--- config.mk ---
export PLATFORM = sky130hd
export DESIGN_NAME = sram_fifo_ctrl
export DESIGN_NICKNAME = d
export VERILOG_FILES = /design/src/rtl/sram_fifo_pkg.sv /design/src/rtl/sram_fifo_outbuf.sv /design/src/rtl/sram_fifo_ctrl.sv
export SDC_FILE = /design/constraint.sdc
export NUM_CORES = 1
export LEC_CHECK = 0
export CORE_MARGIN = 10
export CORE_UTILIZATION = 54
export CTS_BUF_LIST = sky130_fd_sc_hd__clkbuf_4
export CTS_CLUSTER_SIZE = 16
export DETAILED_ROUTE_END_ITERATION = 7
export PLACE_DENSITY = 0.88
export SLEW_MARGIN = 20
export SYNTH_ARGS = -nofsm -noshare
export SYNTH_HDL_FRONTEND = slang
export SYNTH_SLANG_ARGS = --single-unit
--- constraint.sdc ---
create_clock -name clock -period 7.7 [get_ports clock]
set_input_delay 1.54 -clock clock [delete_from_list [all_inputs] [get_ports clock]]
set_output_delay 1.54 -clock clock [all_outputs]
set_load 0.01 [all_outputs]
--- src/rtl/sram_fifo_pkg.sv ---
// Shared defaults, macro control encoding and helpers for the SRAM-backed FIFO controller.
// Macro controls are active-low; the helpers build a port's control word from an enable.
package sram_fifo_pkg;

   localparam int DEPTH_DEF    = 32;
   localparam int WIDTH_DEF    = 4;
   localparam int ADDR_W_DEF   = 5;
   localparam int MACRO_RD_LAT = 1;
   localparam int OUTBUF_DEPTH = 2;

   typedef struct packed {
      logic csb;
      logic web;
      logic oeb;
   } sram_ctrl_t;

   localparam sram_ctrl_t SRAM_IDLE = '{csb: 1'b1, web: 1'b1, oeb: 1'b1};

   // Write-only port: output enable stays deasserted.
   function automatic sram_ctrl_t mk_wr_ctrl(input logic en);
      sram_ctrl_t c;
      c.csb = ~en;
      c.web = ~en;
      c.oeb = 1'b1;
      return c;
   endfunction

   // Read-only port: write enable stays deasserted.
   function automatic sram_ctrl_t mk_rd_ctrl(input logic en);
      sram_ctrl_t c;
      c.csb = ~en;
      c.web = 1'b1;
      c.oeb = ~en;
      return c;
   endfunction

endpackage

--- src/rtl/sram_fifo_outbuf.sv ---
// Two-entry output FIFO that absorbs words returning from the macro read port.
// Push and pop may coincide; a push while full is only honoured alongside a pop.
module sram_fifo_outbuf
   import sram_fifo_pkg::*;
#(
   parameter int WIDTH = WIDTH_DEF
) (
   input  logic             i_clock,
   input  logic             i_reset_n,
   input  logic             i_push,
   input  logic [WIDTH-1:0] i_push_data,
   input  logic             i_pop,
   output logic [WIDTH-1:0] o_head,
   output logic [1:0]       o_cnt
);

   logic [WIDTH-1:0] r_mem [OUTBUF_DEPTH];
   logic             r_rd_idx;
   logic             r_wr_idx;
   logic [1:0]       r_cnt;
   logic             w_pop;
   logic             w_push;

   assign w_pop  = i_pop & (r_cnt != 2'd0);
   assign w_push = i_push & ((r_cnt != 2'd2) | w_pop);

   always_ff @(posedge i_clock) begin
      if (!i_reset_n) begin
         r_rd_idx <= 1'b0;
         r_wr_idx <= 1'b0;
         r_cnt    <= 2'd0;
      end else begin
         if (w_push) begin
            r_mem[r_wr_idx] <= i_push_data;
            r_wr_idx        <= ~r_wr_idx;
         end
         if (w_pop) begin
            r_rd_idx <= ~r_rd_idx;
         end
         case ({w_push, w_pop})
            2'b10:   r_cnt <= r_cnt + 2'd1;
            2'b01:   r_cnt <= r_cnt - 2'd1;
            default: r_cnt <= r_cnt;
         endcase
      end
   end

   assign o_head = r_mem[r_rd_idx];
   assign o_cnt  = r_cnt;

endmodule

--- src/rtl/sram_fifo_ctrl.sv ---
// Valid/ready FIFO built on a 2RW SRAM macro: port 1 writes, port 2 reads, and a
// two-entry output buffer hides the registered read latency for full-rate streaming.
module sram_fifo_ctrl
   import sram_fifo_pkg::*;
#(
   parameter int DEPTH  = DEPTH_DEF,
   parameter int WIDTH  = WIDTH_DEF,
   parameter int ADDR_W = ADDR_W_DEF
) (
   input  logic              clock,
   input  logic              reset_n,
   input  logic              in_valid,
   output logic              in_ready,
   input  logic [WIDTH-1:0]  in_data,
   output logic              out_valid,
   input  logic              out_ready,
   output logic [WIDTH-1:0]  out_data,
   output logic [ADDR_W+1:0] count,
   output logic [ADDR_W-1:0] sram_a1,
   output logic [WIDTH-1:0]  sram_i1,
   output logic              sram_csb1,
   output logic              sram_web1,
   output logic              sram_oeb1,
   output logic [ADDR_W-1:0] sram_a2,
   output logic              sram_csb2,
   output logic              sram_web2,
   output logic              sram_oeb2,
   input  logic [WIDTH-1:0]  sram_o2
);

   localparam int CNT_W = ADDR_W + 1;
   localparam int OCC_W = ADDR_W + 2;
   localparam logic [CNT_W-1:0] MEM_FULL = CNT_W'(DEPTH);

   logic [ADDR_W-1:0] r_wr_ptr;
   logic [ADDR_W-1:0] r_rd_ptr;
   logic [CNT_W-1:0]  r_mem_count;
   logic              r_inflight;

   logic              w_in_ready;
   logic              w_enq;
   logic              w_out_valid;
   logic              w_deq;
   logic              w_issue;
   logic [1:0]        w_out_cnt;
   logic [2:0]        w_pend;
   sram_ctrl_t        w_p1;
   sram_ctrl_t        w_p2;

   assign w_in_ready  = (r_mem_count != MEM_FULL) & reset_n;
   assign w_enq       = in_valid & w_in_ready;
   assign w_out_valid = (w_out_cnt != 2'd0) & reset_n;
   assign w_deq       = w_out_valid & out_ready;
   assign w_pend      = {1'b0, w_out_cnt} + {2'b00, r_inflight};

   // Reads only consume words already counted in r_mem_count, so a word written
   // this cycle can never be read from the same address in the same cycle.
   assign w_issue = reset_n & (r_mem_count != '0) & ((w_pend < 3'd2) | w_deq);

   always_ff @(posedge clock) begin
      if (!reset_n) begin
         r_wr_ptr    <= '0;
         r_rd_ptr    <= '0;
         r_mem_count <= '0;
         r_inflight  <= 1'b0;
      end else begin
         if (w_enq) begin
            r_wr_ptr <= r_wr_ptr + ADDR_W'(1);
         end
         if (w_issue) begin
            r_rd_ptr <= r_rd_ptr + ADDR_W'(1);
         end
         case ({w_enq, w_issue})
            2'b10:   r_mem_count <= r_mem_count + CNT_W'(1);
            2'b01:   r_mem_count <= r_mem_count - CNT_W'(1);
            default: r_mem_count <= r_mem_count;
         endcase
         r_inflight <= w_issue;
      end
   end

   sram_fifo_outbuf #(
      .WIDTH (WIDTH)
   ) u_outbuf (
      .i_clock     (clock),
      .i_reset_n   (reset_n),
      .i_push      (r_inflight),
      .i_push_data (sram_o2),
      .i_pop       (w_deq),
      .o_head      (out_data),
      .o_cnt       (w_out_cnt)
   );

   assign w_p1 = mk_wr_ctrl(w_enq);
   assign w_p2 = mk_rd_ctrl(w_issue);

   assign sram_a1   = r_wr_ptr;
   assign sram_i1   = in_data;
   assign sram_csb1 = w_p1.csb;
   assign sram_web1 = w_p1.web;
   assign sram_oeb1 = w_p1.oeb;

   assign sram_a2   = r_rd_ptr;
   assign sram_csb2 = w_p2.csb;
   assign sram_web2 = w_p2.web;
   assign sram_oeb2 = w_p2.oeb;

   assign in_ready  = w_in_ready;
   assign out_valid = w_out_valid;
   assign count     = {1'b0, r_mem_count} + OCC_W'(r_inflight) + OCC_W'(w_out_cnt);

   // Output buffer plus the read in flight must always fit in the two buffer slots.
   a_outbuf_room: assert property (@(posedge clock) disable iff (!reset_n)
      (w_pend <= 3'd2));

endmodule

==> results of run 1 <==
## Yosys cell counts, types with 2 or more instances
cell type  number
buf_4           8
nand4_1         4
a21oi_1         4
nor2_1          6
inv_1           9
clkbuf_1        4
ha_1            9
o21ai_0         7
and2_1         15
xnor2_1        15
nor2b_1         6
mux2i_1         5
nand2_1        11
mux2_2          4
o31a_2          2
fa_1            3
xor2_1          4
edfxtp_1        8
a211oi_1        2
dfxtp_1        22
## how the worst min path moves through the flow
| stage | startpoint | end | slack [ns] |
|---|---|---|---|
| 2_1_floorplan | r_mem_count[5]$_SDFFE_PN0P_ | r_mem_count[5]$_SDFFE_PN0P_ | 0.49 |
| 3_3_place_gp | r_mem_count[5]$_SDFFE_PN0P_ | r_mem_count[5]$_SDFFE_PN0P_ | 0.52 |
| 3_5_place_dp | r_mem_count[5]$_SDFFE_PN0P_ | r_mem_count[5]$_SDFFE_PN0P_ | 0.54 |
| 4_1_cts | r_mem_count[5]$_SDFFE_PN0P_ | r_mem_count[5]$_SDFFE_PN0P_ | 0.56 |
| 5_1_grt | sram_a2[1]$_SDFFE_PN0P_ | sram_a2[1]$_SDFFE_PN0P_ | 0.61 |
| 6_report | r_mem_count[5]$_SDFFE_PN0P_ | r_mem_count[5]$_SDFFE_PN0P_ | 0.56 |
## routing by layer
layer  share of wire [%]  GRT usage, %  up-vias
met5                   0             0        -
met4                 1.4         5.567        0
met3                 6.0         4.427        4
met2                  54         23.80       29
met1                  38         12.64      564
li1                    -             -      604
## cell families after synthesis
| kind of cell | Yosys count | synth area share, % |
|---|---|---|
| AND/OR/NAND/NOR | 48 | 15.88 |
| flip-flops | 30 | 40.75 |
| AO/OA/AOI/OAI | 23 | 10.04 |
| buffers and inverters | 22 | 7.116 |
| XOR/XNOR | 19 | 9.963 |
| adder cells (fa/ha/maj) | 12 | 10.34 |
| multiplexers | 9 | 5.693 |
| other | 1 | 0.2245 |
## area by class of cell
cell class,instances,share of cell area [%]
multi-input combinational,113,43.17
sequential,30,33.60
timing repair buffer,34,16.80
clock buffer,6,2.224
tap,33,2.038
inverter,9,1.668
clock inverter,2,0.4941
## per-stage QoR
step | instances | utilization [%] | cell area [um2] | hold WS (ns)
floorplan | 165 | - | 1674 | 0.4939
CTS | 227 | 67.46 | 2026 | 0.5589
finish | 227 | 67.46 | 2026 | 0.5612
global route | 227 | 67.46 | 2026 | 0.6116
detailed placement | 219 | 65.63 | 1971 | 0.5415
global placement | 219 | 65.63 | 1971 | 0.5201
## tightest hold or removal path, stage by stage (launching register included)
cell	delay, ns
dfxtp_1	0.38
nand2_1	0.08
mux2i_1	0.06
## power by group through the flow
stage | registers [uW] | logic [uW] | clock network, uW
floorplan | 233 | 260 | 0
global placement | 240 | 361 | 0
detailed placement | 244 | 376 | 0
CTS | 240 | 378 | 91.5
global route | 247 | 411 | 100
finish | 241 | 373 | 89.0
## state kept, by name, indices dropped and copies added, names as in the netlist, named ones only
signal	cells
r_mem_count	6
sram_a2	5
u_outbuf.r_mem	8
u_outbuf.r_wr_idx	1
u_outbuf.r_rd_idx	1
u_outbuf.o_cnt	2
sram_a1	5
r_inflight	1
==> flow_summary_export.csv, run 1 <==
group,metric,value,unit
routing,drt-total-wl,3539,um
timing,post-route-period-util,63.59,%
die,rows,20,
die,core,3003,um2
global_route,grt_pass1_wl,5540,um
die,dieHeight,75.62,um
synth,ys_seq_area_share,40.75,%
synth,syn_inst,164,
worst_setup_path,slowest_stage,"clkdlybuf4s50_1",
clock_network,cts_buffers,5,
synth,synth-main-ff-cell,"dfxtp_1",
worst_setup_path,startpoint,"reset_n",
worst_setup_path,critical_path.top_delay_family,"buffers and inverters",
synth,ys_types,36,
die,io_pins,45,
layout,syn_to_final_growth,21.27,%
worst_setup_path,worst-path-buf-inv,2,
worst_setup_path,arrival,3.36,ns
pwr,p_total,702.8,uW
placed_design,place_ws,2.802,ns
clock_network,cts.sinks,30,
placed_design,gp_congestion,0.7834,
routing,drt-pass1-iter-count,4,
synth,synth_area,1670,um2
worst_setup_path,worstReg2RegStart,"r_mem_count[0]$_SDFFE_PN0P_",
timing,tightest_slew,0.7986,ns
layout,seq_area,680.7,um2
timing,max_freq,204.2,MHz
min_path,min_path_cells,2,
worst_setup_path,cp_slowest_stage_delay,0.99,ns
global_route,grt_overflow,0,
pwr,peakVddDrop,223.7,uV
timing,final_hold_viol_count,0,
run_status,status,"finished clean",
clock_network,cts.hold.buffers_added,0,
worst_setup_path,r2r_slack,4.48,ns
clock_network,cts_resized,0,
routing,routedWlPerCell,15.59,um
clock_network,cts_htree_levels,2,
synth,synth_top_area_cell,"dfxtp_1",
layout,layout.nets,217,
worst_setup_path,worst_path_most_repeated_cell,"clkdlybuf4s50_1",
pwr,swShare,38.23,%
worst_setup_path,worstSetupEndpoint,"in_ready",
worst_setup_path,rr_worst_depth,11,
min_path,hold_class,"flop to flop",
clock_network,clockBufferDepth,2,
worst_setup_path,worstPathCellList,"clkdlybuf4s50_1 -> o31a_2 -> clkdlybuf4s50_1",
clock_network,cts_tree,"done",
global_route,grt_antenna_before_repair,0,
global_route,track_usage,12.86,%
die,die-area,5718,um2
clock_network,path_clk_slew,0.10,ns
timing,setup-violations-final,0,
synth,ys_seq_elements,30,
die,start_util,55.63,%
synth,synth_edf_count,8,
global_route,grt_max_degree,29,
layout,most-common-layout-cells,"34 x clkdlybuf4s50_1, 22 x dfxtp_1, 15 x and2_1, 15 x xnor2_1, 11 x nand2_1",
pwr,power.leakage,0.0008020,uW
worst_setup_path,r2r-end,"r_mem_count[5]$_SDFFE_PN0P_",
worst_setup_path,startpoint_type,"input pin",
routing,drc,0,
clock_network,cts-root-buf,"clkbuf_4",
routing,drt_iter0_markers,36,
pwr,p_int,434.1,uW
worst_setup_path,cp.depth,3,
pwr,power_frac_comb,53.1,%
worst_setup_path,crit_path_max_fanout,28,
worst_setup_path,criticalPathCategory,"input pin to output port",
synth,synth_top_area_share,26.37,%
pwr,pwr_density_cell,347.0,nW/um2
worst_setup_path,cp-end-kind,"output port",
synth,async_reset_ff_share,0,%
timing,final_max_slew_viol_count,0,
routing,via_count,1201,
layout,insertedDiodeCount,0,
placed_design,place_hpwl,2832,um
placed_design,portBuffers,34,
timing,rsz0062_at_grt,"false",
timing,skew,0.01236,ns
die,fp.dieW,75.62,um
routing,detail_route.vias_per_cell,5.291,
timing,tns,0,ns
synth,yosysWarnings,0,
pwr,pwr-share-seq,34.2,%
global_route,first_global_vias,1202,
routing,ant_nets,0,
clock_network,clkLatencyLatePin,0.32,ns
timing,slew_headroom,46.59,%
synth,syn_area_per_cell,10.19,um2
layout,drive_gt1_share,8.763,%
flow_run,maxCapViolCount,0,
synth,synth_area_leaders,"dfxtp_1 26%, edfxtp_1 14%, xnor2_1 7.9%",
worst_setup_path,worstPathRequired,6.16,ns
pwr,pwr-share-clk,12.7,%
timing,layout_setup_ws,2.803,ns
layout,final_common_cell,"clkdlybuf4s50_1",
layout,filler_cell_count,236,
clock_network,post-cts-setup-buffers,0,
timing,period_needed,4.897,ns
pwr,p_switching,268.7,uW
layout,multi_input_area,874.6,um2
(Power assumes the default switching activity.)
==> inputs of run 2 (changes only) <==
--- a/config.mk
+++ b/config.mk
@@ -6,11 +6,11 @@
 export NUM_CORES = 1
 export LEC_CHECK = 0
 export CORE_MARGIN = 10
-export CORE_UTILIZATION = 54
+export CORE_UTILIZATION = 45
 export CTS_BUF_LIST = sky130_fd_sc_hd__clkbuf_4
 export CTS_CLUSTER_SIZE = 16
 export DETAILED_ROUTE_END_ITERATION = 7
-export PLACE_DENSITY = 0.88
+export PLACE_DENSITY = 0.78
 export SLEW_MARGIN = 20
 export SYNTH_ARGS = -nofsm -noshare
 export SYNTH_HDL_FRONTEND = slang
==> constraint.sdc (replaced) <==
create_clock -name clock -period 4.1 [get_ports clock]
set_input_delay 0.82 -clock clock [delete_from_list [all_inputs] [get_ports clock]]
set_output_delay 0.82 -clock clock [all_outputs]
set_load 0.01 [all_outputs]
==> run 2 against run 1 <==
Compared with the run above:
- non-clock buffer count up 1
- final cell count up 7.0%
- routed wire length is 6.6% lower
- count of clock-buffer cells in the layout fell by 1
- critical path type unchanged
- highest routed layer unchanged
==> flow_summary_export.csv, run 2 (same netlist as run 1, synthesis figures left out) <==
group,metric,value,unit
worst_setup_path,startpoint_type,"input pin",
timing,post-route-period-util,81.52,%
die,core,3633,um2
pwr,pwr-share-seq,34.6,%
routing,routedWlPerCell,13.60,um
clock_network,cts_buffers,5,
placed_design,gp_congestion,0.8124,
layout,layout.nets,218,
routing,drt-pass1-iter-count,4,
routing,detail_route.vias_per_cell,4.881,
timing,tns,0,ns
routing,drc,0,
worst_setup_path,arrival,2.52,ns
layout,reg.largest.list,"u_outbuf.r_mem x8, r_mem_count x6",
placed_design,place_hpwl,2621,um
pwr,power.leakage,0.0007991,uW
die,dieHeight,80.93,um
worst_setup_path,cp_slowest_stage_delay,0.76,ns
layout,filler_cell_count,326,
worst_setup_path,worstPathCellList,"clkdlybuf4s50_1 -> buf_4 -> o21a_1 -> clkdlybuf4s50_1",
pwr,p_int,803.8,uW
worst_setup_path,worstPathRequired,3.28,ns
clock_network,clockBufferDepth,2,
global_route,first_global_vias,1222,
global_route,grt_overflow,0,
die,io_pins,45,
die,start_util,45.97,%
clock_network,cts_resized,0,
timing,skew,0.006139,ns
timing,rsz0062_at_grt,"false",
pwr,p_switching,501.7,uW
die,rows,22,
global_route,grt_max_degree,18,
pwr,swShare,38.43,%
layout,fin_util,56.30,%
worst_setup_path,r2r_slack,0.94,ns
worst_setup_path,r2r-end,"r_mem_count[5]$_SDFFE_PN0P_",
clock_network,clkLatencyLatePin,0.32,ns
clock_network,cts.hold.buffers_added,0,
worst_setup_path,crit_path_max_fanout,17,
timing,final_max_slew_viol_count,0,
worst_setup_path,cp-end-kind,"output port",
pwr,p_total,1306,uW
min_path,min_path_cells,2,
layout,final_common_cell,"clkdlybuf4s50_1",
pwr,power_frac_comb,53.6,%
pwr,pwr-share-clk,11.8,%
global_route,grt_antenna_before_repair,0,
routing,drt-total-wl,3305,um
worst_setup_path,slowest_stage,"clkdlybuf4s50_1",
clock_network,cts_tree,"done",
layout,multi_input_area,874.6,um2
global_route,grt_pass1_wl,5478,um
worst_setup_path,worst_path_most_repeated_cell,"clkdlybuf4s50_1",
worst_setup_path,criticalPathCategory,"input pin to output port",
run_status,status,"finished clean",
timing,setup-violations-final,0,
global_route,track_usage,10.51,%
flow_run,maxCapViolCount,0,
layout,most-common-layout-cells,"34 x clkdlybuf4s50_1, 22 x dfxtp_1, 15 x and2_1, 15 x xnor2_1, 11 x nand2_1",
min_path,worstHoldStart,"u_outbuf.r_rd_idx$_SDFFE_PN0P_",
worst_setup_path,rr_worst_depth,11,
timing,period_needed,3.342,ns
clock_network,cts.sinks,30,
min_path,holdPathEnd,"u_outbuf.r_rd_idx$_SDFFE_PN0P_",
layout,seq_area,680.7,um2
die,fp.dieW,80.93,um
routing,ant_nets,0,
clock_network,post-cts-setup-buffers,0,
pwr,peakVddDrop,346.3,uV
pwr,pwr_density_cell,638.2,nW/um2
worst_setup_path,worstReg2RegStart,"r_mem_count[0]$_SDFFE_PN0P_",
timing,max_freq,299.2,MHz
layout,syn_to_final_growth,22.47,%
clock_network,path_clk_slew,0.08,ns
placed_design,portBuffers,34,
clock_network,cts-root-buf,"clkbuf_4",
clock_network,cts_htree_levels,2,
layout,largest_reg_flops,8,
layout,regMostFlops,"u_outbuf.r_mem",
layout,drive_gt1_share,7.692,%
die,die-area,6549,um2
routing,via_count,1186,
routing,drt_iter0_markers,48,
min_path,hold_class,"flop to flop",
layout,insertedDiodeCount,0,
timing,final_hold_viol_count,0,
## run 2: changes by cell type in the layout (fill, tap and decap cells not counted), sizes merged
| cell | before | now |
|---|---|---|
| buf | 0 | 1 |
| clkinv | 2 | 3 |
| clkbuf | 6 | 5 |
## run 2: per-stage QoR
step / cell area (um2) / worst slack, ns / cells / hold slack, ns
after global routing: 2046 / 0.6166 / 243 / 0.6072
after detailed placement: 1997 / 0.6058 / 235 / 0.5326
after floorplan: 1674 / 1.133 / 165 / 0.4939
after global placement: 1997 / 0.7709 / 235 / 0.5204
after CTS: 2046 / 0.7379 / 243 / 0.5554
final: 2046 / 0.7576 / 243 / 0.5499
## run 2: worst max-delay path by stage
stage | from | endpoint | slack [ns] | depth (start not counted)
after floorplan | reset_n | r_mem_count[4]$_SDFFE_PN0P_ | 1.13 | 10
after global placement | reset_n | r_mem_count[4]$_SDFFE_PN0P_ | 0.77 | 10
after detailed placement | reset_n | r_mem_count[5]$_SDFFE_PN0P_ | 0.61 | 10
after CTS | reset_n | out_valid | 0.74 | 4
after global routing | r_mem_count[0]$_SDFFE_PN0P_ | count[4] | 0.62 | 7
final | reset_n | out_valid | 0.76 | 4
## run 2: metal layers
layer | global-route usage (%) | part of all wire (%)
met1 | 11.13 | 40
met2 | 17.52 | 49
met3 | 5.850 | 9.7
met4 | 3.287 | 1.1
met5 | 0 | 0
## run 2: final cells by class
cell class              count  share of cell area (%)
repair buffers             35                   17.00
inverters                   9                   1.651
clock buffers               5                   1.835
flip-flops and latches     30                   33.27
well taps                  48                   2.936
clock inverters             3                  0.5505
multi-input cells         113                   42.75
## run 2: power groups by stage
stage | clock, uW | combinational, uW | sequential [uW]
after CTS | 160 | 709 | 453
after floorplan | 0 | 488 | 438
final | 154 | 699 | 452
after global routing | 173 | 776 | 465
after detailed placement | 0 | 704 | 460
after global placement | 0 | 681 | 456
## run 2: worst max-delay path, delay by kind of cell
| kind | cells | cell delay [ns] |
|---|---|---|
| AOI/OAI and AO/OA | 1 | 0.15 |
| buffers and inverters | 3 | 1.55 |
==> inputs of run 3 (changes only) <==
--- a/config.mk
+++ b/config.mk
@@ -6,11 +6,11 @@
 export NUM_CORES = 1
 export LEC_CHECK = 0
 export CORE_MARGIN = 10
-export CORE_UTILIZATION = 45
+export CORE_UTILIZATION = 50
 export CTS_BUF_LIST = sky130_fd_sc_hd__clkbuf_4
 export CTS_CLUSTER_SIZE = 16
 export DETAILED_ROUTE_END_ITERATION = 7
-export PLACE_DENSITY = 0.78
+export PLACE_DENSITY = 0.82
 export SLEW_MARGIN = 20
 export SYNTH_ARGS = -nofsm -noshare
 export SYNTH_HDL_FRONTEND = slang
==> constraint.sdc (replaced) <==
create_clock -name clock -period 3.4 [get_ports clock]
set_input_delay 0.68 -clock clock [delete_from_list [all_inputs] [get_ports clock]]
set_output_delay 0.68 -clock clock [all_outputs]
set_load 0.01 [all_outputs]
==> run 3 against run 2 <==
Compared with the run above:
- via count increased by 3.0%
- setup slack got worse by 0.46 ns
- routed wire length increased by 5.5%
- total power increased by 23%
- combinational power increased by 23%
- sequential cell count unchanged
- first-iteration DRC count increased by 65%
- non-clock buffer count increased by 1
- clock skew decreased by 0.0018 ns
- final area increased by 0.43%
- clock power increased by 31%
==> flow_summary_export.csv, run 3 (same netlist as run 1, synthesis figures left out) <==
group,metric,value,unit
die,start_util,53.40,%
clock_network,clockBufferDepth,2,
die,core,3128,um2
layout,regMostFlops,"u_outbuf.r_mem",
global_route,grt_antenna_before_repair,0,
worst_setup_path,startpoint_type,"flop",
die,io_pins,45,
timing,skew,0.004361,ns
placed_design,gp_congestion,0.9145,
timing,period_needed,3.103,ns
global_route,grt_pass1_wl,5816,um
global_route,grt_overflow,0,
clock_network,cts_buffers,5,
routing,drc,0,
pwr,power.leakage,0.0008092,uW
timing,post-route-period-util,91.27,%
layout,syn_to_final_growth,23.00,%
timing,max_freq,322.2,MHz
worst_setup_path,criticalPathCategory,"flop to output port",
routing,drt_iter0_markers,79,
routing,drt-total-wl,3487,um
clock_network,cts.hold.buffers_added,0,
flow_run,maxCapViolCount,0,
global_route,first_global_vias,1233,
clock_network,cts.sinks,30,
min_path,min_path_cells,2,
worst_setup_path,crit_path_max_fanout,6,
pwr,peakVddDrop,428.6,uV
worst_setup_path,r2r-end,"r_mem_count[5]$_SDFFE_PN0P_",
routing,via_count,1221,
global_route,grt_max_degree,23,
routing,drt-pass1-iter-count,4,
worst_setup_path,r2r_slack,0.35,ns
clock_network,cts_htree_levels,2,
clock_network,path_clk_slew,0.09,ns
layout,layout.nets,219,
layout,most-common-layout-cells,"34 x clkdlybuf4s50_1, 21 x dfxtp_1, 15 x and2_1, 15 x xnor2_1, 11 x nand2_1",
timing,final_hold_viol_count,0,
run_status,status,"finished clean",
layout,largest_reg_flops,8,
global_route,track_usage,11.70,%
routing,detail_route.vias_per_cell,5.088,
routing,wl_met2,1811,um
worst_setup_path,cp-end-kind,"output port",
layout,insertedDiodeCount,0,
timing,setup-violations-final,0,
clock_network,cts-root-buf,"clkbuf_4",
routing,ant_nets,0,
routing,highest_layer,"met4",
worst_setup_path,worstReg2RegStart,"r_mem_count[1]$_SDFFE_PN0P_",
clock_network,clkLatencyLatePin,0.32,ns
die,rows,20,
die,fp.dieW,77.80,um
routing,routedWlPerCell,14.53,um
min_path,hold_class,"flop to flop",
clock_network,cts_tree,"done",
routing,route.met3.wl,189,um
routing,wl_met1,1443,um
layout,reg.largest.list,"u_outbuf.r_mem x8, r_mem_count x6",
pwr,pwr_density_cell,780.0,nW/um2
timing,tns,0,ns
die,die-area,6053,um2
worst_setup_path,arrival,2.42,ns
timing,worst_hold_slack,0.5493,ns
placed_design,portBuffers,34,
layout,final_common_cell,"clkdlybuf4s50_1",
layout,drive_gt1_share,9.694,%
placed_design,place_hpwl,2792,um
timing,rsz0062_at_grt,"false",
worst_setup_path,worstPathRequired,2.72,ns
min_path,worstHoldStart,"u_outbuf.r_rd_idx$_SDFFE_PN0P_",
worst_setup_path,rr_worst_depth,10,
timing,final_max_slew_viol_count,0,
die,dieHeight,77.80,um
## run 3: cell types whose count changed in the layout (fill, tap and decap cells not counted), sizes merged
| cell | delta |
|---|---|
| clkinv | -1 |
| buf | +1 |
| clkbuf | +1 |
## run 3: cell type report
cell class | instances | area, um2
well taps | 44 | 55.05
clock inverters | 2 | 8.758
flip-flops and latches | 30 | 681.9
multi-input cells | 113 | 874.6
inverters | 9 | 33.78
clock buffers | 6 | 45.04
repair buffers | 36 | 355.3
fillers | 267 | 1074
## run 3: timing repair
item | 4_1_cts | 5_1_grt
buffers inserted | 0 | 0
resized for setup | 0 | 1
setup endpoints to repair | 0 | 1
## run 3: worst max path at each step
stage / slack, ns / from / endpoint / cells after the start
after floorplan: 0.44 / r_mem_count[0]$_SDFFE_PN0P_ / r_mem_count[4]$_SDFFE_PN0P_ / 11
after global placement: 0.34 / out_ready / r_mem_count[4]$_SDFFE_PN0P_ / 11
after detailed placement: 0.26 / out_ready / r_mem_count[5]$_SDFFE_PN0P_ / 11
after CTS: 0.16 / r_mem_count[0]$_SDFFE_PN0P_ / count[4] / 7
final: 0.30 / r_mem_count[0]$_SDFFE_PN0P_ / count[4] / 7
after global routing: 0.08 / r_mem_count[0]$_SDFFE_PN0P_ / count[4] / 7
## run 3: stage by stage
step                      total power, uW  area (um2)  setup slack, ns  utilization [%]  std cells
after detailed placement             1416        1999           0.2571            63.92        232
final                                1603        2054           0.2968            65.68        240
after global placement               1382        1999           0.3428            63.92        232
after global routing                 1726        2054          0.08395            65.68        240
after CTS                            1619        2053           0.1563            65.64        240
after floorplan                      1116        1674           0.4441                -        165
## run 3: routing by layer
metal | GRT usage, % | up-vias
met1 | 12.37 | 574
met2 | 21.06 | 28
met4 | 3.832 | 0
met3 | 4.147 | 8
li1 | - | 611
met5 | 0 | -
## run 3: worst max-delay path: stages, from the launching register on
cell	delay [ns]
dfxtp_2	0.41
inv_1	0.08
fa_1	0.44
inv_1	0.08
fa_1	0.20
nand3_1	0.14
xnor2_1	0.18
clkdlybuf4s50_1	0.57
## run 3: report_power, final
group,switching (uW),total [uW],internal (uW)
Clock,115,201,85.5
Sequential,98.9,542,443
Combinational,394,860,466
Total,608,1600,995
